==> src/rtl/fir_pkg.sv <==
// Shared types and defaults for the FIR tap feeder: sequencer states,
// default tap geometry and the output saturation helper.
package fir_pkg;

    localparam int NUM_TAPS    = 64;
    localparam int MAC_LATENCY = 4;
    localparam int OUT_SHIFT   = 6;

    typedef enum logic [2:0] {
        CLEAR,
        IDLE,
        WRITE,
        RUN,
        DRAIN,
        CAPTURE
    } fir_state_e;

    // Clamp a signed value to the range of a w-bit signed number; the caller
    // truncates the result to w bits.
    function automatic logic signed [63:0] sat_to_width(input logic signed [63:0] v, input int w);
        logic signed [63:0] hi;
        logic signed [63:0] lo;
        hi = (64'sd1 <<< (w - 1)) - 64'sd1;
        lo = -(64'sd1 <<< (w - 1));
        if (v > hi) return hi;
        if (v < lo) return lo;
        return v;
    endfunction

endpackage

==> src/rtl/fir_tap_feeder_if.sv <==
// Coefficient/data/enable link between the tap feeder (master) and the FIR MAC
// tap (slave), plus the accumulated result coming back.
interface fir_tap_if #(
    parameter int COEF_W = 16,
    parameter int DATA_W = 24,
    parameter int ACC_W  = 32
);
    logic [COEF_W-1:0] tap_coefficients;
    logic [DATA_W-1:0] tap_aud_data;
    logic              tap_data_en;
    logic              tap_accum_clr;
    logic [ACC_W-1:0]  tap_result_in;

    modport master (
        output tap_coefficients, tap_aud_data, tap_data_en, tap_accum_clr,
        input  tap_result_in
    );

    modport slave (
        input  tap_coefficients, tap_aud_data, tap_data_en, tap_accum_clr,
        output tap_result_in
    );
endinterface

==> src/rtl/fir_sdp_ram.sv <==
// Simple dual-port RAM: one write port, one registered read port (latency 1).
// A same-address write and read in one cycle returns the old contents.
module fir_sdp_ram #(
    parameter int DEPTH = 64,
    parameter int AW    = 6,
    parameter int DW    = 24
) (
    input  logic          clk,
    input  logic          we,
    input  logic [AW-1:0] waddr,
    input  logic [DW-1:0] wdata,
    input  logic          re,
    input  logic [AW-1:0] raddr,
    output logic [DW-1:0] rdata
);
    logic [DW-1:0] mem [DEPTH];

    always_ff @(posedge clk) begin
        if (we) mem[waddr] <= wdata;
        if (re) rdata <= mem[raddr];
    end
endmodule

==> src/rtl/fir_tap_feeder.sv <==
// Per input sample: write it into the circular delay line, stream NUM_TAPS
// (coef, delayed sample) pairs into the MAC tap, then scale/saturate its result.
module fir_tap_feeder #(
    parameter int NUM_TAPS    = fir_pkg::NUM_TAPS,
    parameter int ADDR_W      = $clog2(NUM_TAPS),
    parameter int DATA_W      = 24,
    parameter int COEF_W      = 16,
    parameter int ACC_W       = 32,
    parameter int MAC_LATENCY = fir_pkg::MAC_LATENCY,
    parameter int OUT_SHIFT   = fir_pkg::OUT_SHIFT
) (
    input  logic              clk,
    input  logic              reset_n,
    input  logic              audio_en,
    input  logic [DATA_W-1:0] aud_data_in,
    input  logic              coef_wr_en,
    input  logic [ADDR_W-1:0] coef_wr_addr,
    input  logic [COEF_W-1:0] coef_wr_data,
    fir_tap_if.master         tap,
    output logic [DATA_W-1:0] audio_out,
    output logic              audio_out_valid,
    output logic              busy,
    output logic              sample_overrun
);
    import fir_pkg::*;

    localparam int                DCNT_W     = $clog2(MAC_LATENCY + 1) + 1;
    localparam logic [ADDR_W-1:0] CNT_LAST   = ADDR_W'(NUM_TAPS - 1);
    localparam logic [DCNT_W-1:0] DRAIN_LAST = DCNT_W'(MAC_LATENCY);

    fir_state_e        state, state_nxt;
    logic [ADDR_W-1:0] cnt;
    logic [ADDR_W-1:0] wr_ptr;
    logic [DCNT_W-1:0] dcnt;
    logic [DATA_W-1:0] sample_q;
    logic              tap_en_q;

    logic              dl_we;
    logic [ADDR_W-1:0] dl_waddr;
    logic [DATA_W-1:0] dl_wdata;
    logic [ADDR_W-1:0] dl_raddr;
    logic [DATA_W-1:0] dl_rdata;
    logic [COEF_W-1:0] cf_rdata;
    logic              rd_en;
    logic              capture;

    logic signed [63:0] res_ext;
    logic [DATA_W-1:0]  res_sat;

    always_ff @(posedge clk) begin
        if (reset_n) state <= CLEAR;
        else         state <= state_nxt;
    end

    always_comb begin
        state_nxt = state;
        dl_we     = 1'b0;
        dl_waddr  = cnt;
        dl_wdata  = '0;
        rd_en     = 1'b0;
        capture   = 1'b0;
        case (state)
            CLEAR: begin
                dl_we = 1'b1;
                if (cnt == CNT_LAST) state_nxt = IDLE;
            end
            IDLE:    if (audio_en) state_nxt = WRITE;
            WRITE: begin
                dl_we     = 1'b1;
                dl_waddr  = wr_ptr;
                dl_wdata  = sample_q;
                state_nxt = RUN;
            end
            RUN: begin
                rd_en = 1'b1;
                if (cnt == CNT_LAST) state_nxt = DRAIN;
            end
            // Result is sampled on the last drain cycle so audio_out is
            // already valid while the state reads CAPTURE.
            DRAIN: begin
                if (dcnt == DRAIN_LAST) begin
                    capture   = 1'b1;
                    state_nxt = CAPTURE;
                end
            end
            CAPTURE: state_nxt = IDLE;
            default: state_nxt = CLEAR;
        endcase
    end

    always_ff @(posedge clk) begin
        if (reset_n) begin
            cnt             <= '0;
            dcnt            <= '0;
            wr_ptr          <= '0;
            sample_q        <= '0;
            tap_en_q        <= 1'b0;
            audio_out       <= '0;
            audio_out_valid <= 1'b0;
            sample_overrun  <= 1'b0;
        end else begin
            cnt             <= (state == CLEAR || state == RUN) ? cnt + 1'b1 : '0;
            dcnt            <= (state == DRAIN) ? dcnt + 1'b1 : '0;
            tap_en_q        <= rd_en;
            audio_out_valid <= capture;
            if (capture) audio_out <= res_sat;
            if (state == IDLE && audio_en) sample_q <= aud_data_in;
            if (state == CAPTURE) wr_ptr <= wr_ptr + 1'b1;
            if (audio_en && state != IDLE) sample_overrun <= 1'b1;
        end
    end

    // Tap k pairs coef[k] with x[n-k]; the subtraction wraps in ADDR_W bits.
    assign dl_raddr = wr_ptr - cnt;

    fir_sdp_ram #(.DEPTH(NUM_TAPS), .AW(ADDR_W), .DW(DATA_W)) u_delay (
        .clk   (clk),
        .we    (dl_we),
        .waddr (dl_waddr),
        .wdata (dl_wdata),
        .re    (rd_en),
        .raddr (dl_raddr),
        .rdata (dl_rdata)
    );

    fir_sdp_ram #(.DEPTH(NUM_TAPS), .AW(ADDR_W), .DW(COEF_W)) u_coef (
        .clk   (clk),
        .we    (coef_wr_en),
        .waddr (coef_wr_addr),
        .wdata (coef_wr_data),
        .re    (rd_en),
        .raddr (cnt),
        .rdata (cf_rdata)
    );

    assign res_ext = $signed({{(64 - ACC_W){tap.tap_result_in[ACC_W-1]}}, tap.tap_result_in}) >>> OUT_SHIFT;
    assign res_sat = DATA_W'(sat_to_width(res_ext, DATA_W));

    assign tap.tap_data_en      = tap_en_q;
    assign tap.tap_accum_clr    = (state == WRITE);
    assign tap.tap_coefficients = tap_en_q ? cf_rdata : '0;
    assign tap.tap_aud_data     = tap_en_q ? dl_rdata : '0;
    assign busy                 = (state != IDLE) && !reset_n;
endmodule

==> src/flat_wrapper.sv <==
// flat-port wrapper written by rule: the top's interface ports become plain ports
module fir_tap_feeder_flat import fir_pkg::*;
#(
    parameter int NUM_TAPS    = fir_pkg::NUM_TAPS,
    parameter int ADDR_W      = $clog2(NUM_TAPS),
    parameter int DATA_W      = 24,
    parameter int COEF_W      = 16,
    parameter int ACC_W       = 32,
    parameter int MAC_LATENCY = fir_pkg::MAC_LATENCY,
    parameter int OUT_SHIFT   = fir_pkg::OUT_SHIFT
)
  (clk, reset_n, audio_en, aud_data_in, coef_wr_en, coef_wr_addr, coef_wr_data, audio_out, audio_out_valid, busy, sample_overrun, tap_tap_coefficients, tap_tap_aud_data, tap_tap_data_en, tap_tap_accum_clr, tap_tap_result_in);
  fir_tap_if #(.COEF_W(COEF_W), .DATA_W(DATA_W), .ACC_W(ACC_W)) tap_i ();
  input  logic clk;
  input  logic reset_n;
  input  logic audio_en;
  input  logic [DATA_W-1:0] aud_data_in;
  input  logic coef_wr_en;
  input  logic [ADDR_W-1:0] coef_wr_addr;
  input  logic [COEF_W-1:0] coef_wr_data;
  output logic [DATA_W-1:0] audio_out;
  output logic audio_out_valid;
  output logic busy;
  output logic sample_overrun;
  output wire logic [$bits(tap_i.tap_coefficients)-1:0] tap_tap_coefficients;
  output wire logic [$bits(tap_i.tap_aud_data)-1:0] tap_tap_aud_data;
  output wire logic [$bits(tap_i.tap_data_en)-1:0] tap_tap_data_en;
  output wire logic [$bits(tap_i.tap_accum_clr)-1:0] tap_tap_accum_clr;
  input wire logic [$bits(tap_i.tap_result_in)-1:0] tap_tap_result_in;
  assign tap_tap_coefficients = tap_i.tap_coefficients;
  assign tap_tap_aud_data = tap_i.tap_aud_data;
  assign tap_tap_data_en = tap_i.tap_data_en;
  assign tap_tap_accum_clr = tap_i.tap_accum_clr;
  assign tap_i.tap_result_in = tap_tap_result_in;
  fir_tap_feeder #(.NUM_TAPS(NUM_TAPS), .ADDR_W(ADDR_W), .DATA_W(DATA_W), .COEF_W(COEF_W), .ACC_W(ACC_W), .MAC_LATENCY(MAC_LATENCY), .OUT_SHIFT(OUT_SHIFT)) u_core (.clk(clk), .reset_n(reset_n), .audio_en(audio_en), .aud_data_in(aud_data_in), .coef_wr_en(coef_wr_en), .coef_wr_addr(coef_wr_addr), .coef_wr_data(coef_wr_data), .tap(tap_i), .audio_out(audio_out), .audio_out_valid(audio_out_valid), .busy(busy), .sample_overrun(sample_overrun));
endmodule
==> config.mk <==
export PLATFORM = sky130hd
export DESIGN_NAME = fir_tap_feeder_flat
export DESIGN_NICKNAME = d
export VERILOG_FILES = /design/src/rtl/fir_pkg.sv /design/src/rtl/fir_tap_feeder_if.sv /design/src/rtl/fir_sdp_ram.sv /design/src/rtl/fir_tap_feeder.sv /design/src/flat_wrapper.sv
export SDC_FILE = /design/constraint.sdc
export NUM_CORES = 2
export LEC_CHECK = 0
export ABC_AREA = 1
export CELL_PAD_IN_SITES_DETAIL_PLACEMENT = 1
export CELL_PAD_IN_SITES_GLOBAL_PLACEMENT = 1
export CORE_MARGIN = 2
export CORE_UTILIZATION = 54
export DETAILED_ROUTE_END_ITERATION = 8
export PLACE_DENSITY_LB_ADDON = 0.3
export SYNTH_ARGS = -nofsm -noshare
export SYNTH_HDL_FRONTEND = slang
export SYNTH_SLANG_ARGS = --single-unit
==> constraint.sdc <==
create_clock -name clk -period 8.6 [get_ports clk]
set_input_delay 1.29 -clock clk [delete_from_list [all_inputs] [get_ports clk]]
set_output_delay 1.29 -clock clk [all_outputs]
set_load 0.03 [all_outputs]
==> metrics <==
CP Max Fanout 64; status completed; CP Launch Type register; CP Data Arrival Time between 6 and 7 ns; setup TNS 0 ns; max-cap violation count 0; sequential-to-total area share from yosys stat around 70%; global placement routability congestion around 0.85; clk sinks around 2,700; die height around 460 um; Worst-path clk slew around 0.060 ns; drt drc 0; commonest non-fill, non-tap cell in the layout nand2_1; PD cells 228 nW/um2; First-pass DRT Iterations 7; dpl cell area approximately 120,000 um2; Final Hold Viols 0; CTS tree yes; WP data required 9.39 ns; Initial Utilization a little over half; register bit total from synthesis roughly 2,700; min Tclk post-route 5.32 ns; post-CTS sizing 0; Ports 151; cts hold-fix bufs 0; min-delay worst type reg2reg; Core Area approximately 210,000 um2; unique cell type count in the Yosys netlist 37; achievable frequency between 150 and 200 MHz; WL final about 370,000 um; simple-gate share of the synthesized area between 20% and 30%; fin nets 11,220; TritonCTS Buffers ~290; root buf cell clkbuf_16; Die ar. between 200,000 and 250,000 um2; wire length per cell 26.3 um; worst path cell trace ha_4 > fa_4 > buf_4 > buf_4 > nand3_1 > nand3_1 > nand3_1 > nand3_1 > nand3_1 > nand2_1; post-synthesis compound-gate area fraction about 2.3%; Yosys warning total 0; post-CTS setup buffer count 0; fillers roughly 22,000; largest buffer count on any clock path 4; Crit. End Element register; Post-Syn Area 114,000 um2; most frequent CP cell nand3_1; leakage 52.4 nW; crit share post-route 61.8%; total grt overflow 0; post-DP HPWL roughly 200,000 um; Mapped Nets about 11,000; Critical Path Max Stage Delay approximately 1.4 ns; # port buffers around 140; largest family of logic cells by synthesized area simple AND/OR/NAND/NOR gates; gr usage total 34.0%; Rel. slew slack around 14%; clock skew 0.0412 ns; Cells after Synth approximately 11,000; RSZ-0062 raised after global routing false; Worst Tran Pin Value about 1.3 ns; Cell Rows between 150 and 200; CP max-delay cell fa_4; final setup fails 0; Vias slightly above 80,000; post-route cell area between 100,000 and 150,000 um2; DIE WIDTH about 460 um; most frequent cells in the layout 3,439 x nand2_1, 2,600 x edfxtp_1, 1,663 x inv_1, 1,445 x nand3_1, 571 x nor2_1; clock latency on the worst-skew pair approximately 0.95 ns; vias in the first global route 90,823; Worst IR Drop VDD 0.230 mV; Post-Synth XOR/XNOR Area less than 1%; pin count of the biggest net entering global routing 189; Synth Area in Adders 0.116%; post-synthesis mux area share 0%; H-tree depth 5; vias per cell between 5 and 6; remaining antenna violation count after routing 0; area delta synth->final 11.8%; Avg Synthesized Cell Area 10.4 um2; initial antenna violation count 6; layout cell share with drive strength beyond 1 a little under 7%; Setup CP Type reg2reg; first-pass GRT wire length around 550,000 um; Initial DRC Count roughly 8,300; max-slew violations 0
registers in the layout (all words and copies together) (netlist names), 4 cells and up:
signal                cells
u_core.u_delay.mem     1536
u_core.u_coef.mem      1024
u_core.audio_out         24
u_core.sample_q          24
u_core.u_delay.rdata     24
u_core.u_coef.rdata      16
u_core.cnt                6
u_core.wr_ptr             6
u_core.dcnt               4
final timing paths:
| kind | start | end | slack, ns | cells after the start |
|---|---|---|---|---|
| hold / removal | u_core.audio_out[9] | u_core.audio_out[9] | 0.47 | 2 |
| hold reg to reg | u_core.audio_out[9] | u_core.audio_out[9] | 0.47 | 2 |
| setup reg to reg | u_core.cnt[0] | u_core.u_delay.rdata[13] | 3.28 | 10 |
| setup / recovery | u_core.cnt[0] | u_core.u_delay.rdata[13] | 3.28 | 10 |
layout make-up:
class	count	area [um2]	area share, %
antenna	2	5.00	0.00392
clock buffer	368	7800	6.11
clock inverter	123	985	0.771
inverter	1682	6340	4.97
multi-input combinational	6112	26400	20.7
sequential	2670	79500	62.2
tap	2805	3510	2.75
timing repair buffer	369	3200	2.51
metrics by stage:
stage	power, mW	worst slack, ns	util, %	hold WS, ns	instances
CTS	29.2	3.39	60.8	0.468	14129
global route	29.8	3.12	60.8	0.487	14130
floorplan	16.2	4.56	-	0.430	11034
global placement	17.2	3.45	56.6	0.438	13638
finish	29.2	3.28	60.8	0.468	14131
detailed placement	17.3	3.43	56.6	0.457	13638
routing by layer:
metal  global-route usage (%)  share of wire [%]  up-vias
met5                        0              0.016        -
met4                     23.4                7.5       10
met3                     5.45                7.3     1347
met2                     59.2                 50     4002
met1                     38.2                 35    41558
li1                         -                  -    36021
where the power goes:
group | internal (mW) | switching [mW]
clock network | 6.89 | 5.10
registers | 14.2 | 0.0373
logic | 0.699 | 2.21
total | 21.8 | 7.35
cell families (layout without fill, tap and decap cells):
logic type / Yosys count / after routing
AO/OA/AOI/OAI: 479 / 479
XOR/XNOR: 6 / 6
adder cells (fa/ha/maj): 10 / 10
buffers and inverters: 2252 / 2542
flip-flops: 2670 / 2670
other: 0 / 2
AND/OR/NAND/NOR: 5617 / 5617
synth_stat cells:
cell      instances  share of area (%)
clkinv_1          8              0.026
inv_1          1663                5.5
nor4_1            4              0.022
o211ai_1         79               0.52
xor2_1            2              0.015
o21ai_2           4              0.031
a31oi_1           1             0.0055
buf_1            74               0.24
nor2_4            1             0.0099
nand2_1        3440                 11
buf_6             6              0.059
dfxtp_1          70                1.2
nand2_2           1             0.0055
o21ai_4           3              0.043
or2_1             1             0.0055
nor3_1            6              0.026
nand4_1          18              0.099
inv_2            11              0.036
nand4_2           1              0.011
fa_1              1              0.018
clkbuf_1        258               0.85
ha_1              9              0.099
a21oi_1         108               0.47
nor2_2            1             0.0055
clkbuf_2          2             0.0088
nor2_1          663                2.2
or2_2            33               0.18
buf_2           208               0.91
xnor2_1           4              0.031
o21ai_0         281                1.2
o21ai_1           1             0.0044
nand3_1        1445                6.3
nand3b_1          1             0.0066
edfxtp_1       2600                 68
nor3_2            2              0.018
buf_4            22               0.14
o21a_1            2              0.013
worst max-delay path, delay by kind of cell (launching register included):
family                     cells  cell delay (ns)
adders and majority gates      2             1.68
buffers and inverters          2             1.56
DFF                            1             0.56
and+or+nand+nor                6             1.26
No activity file was read; power rests on OpenSTA's default activity.
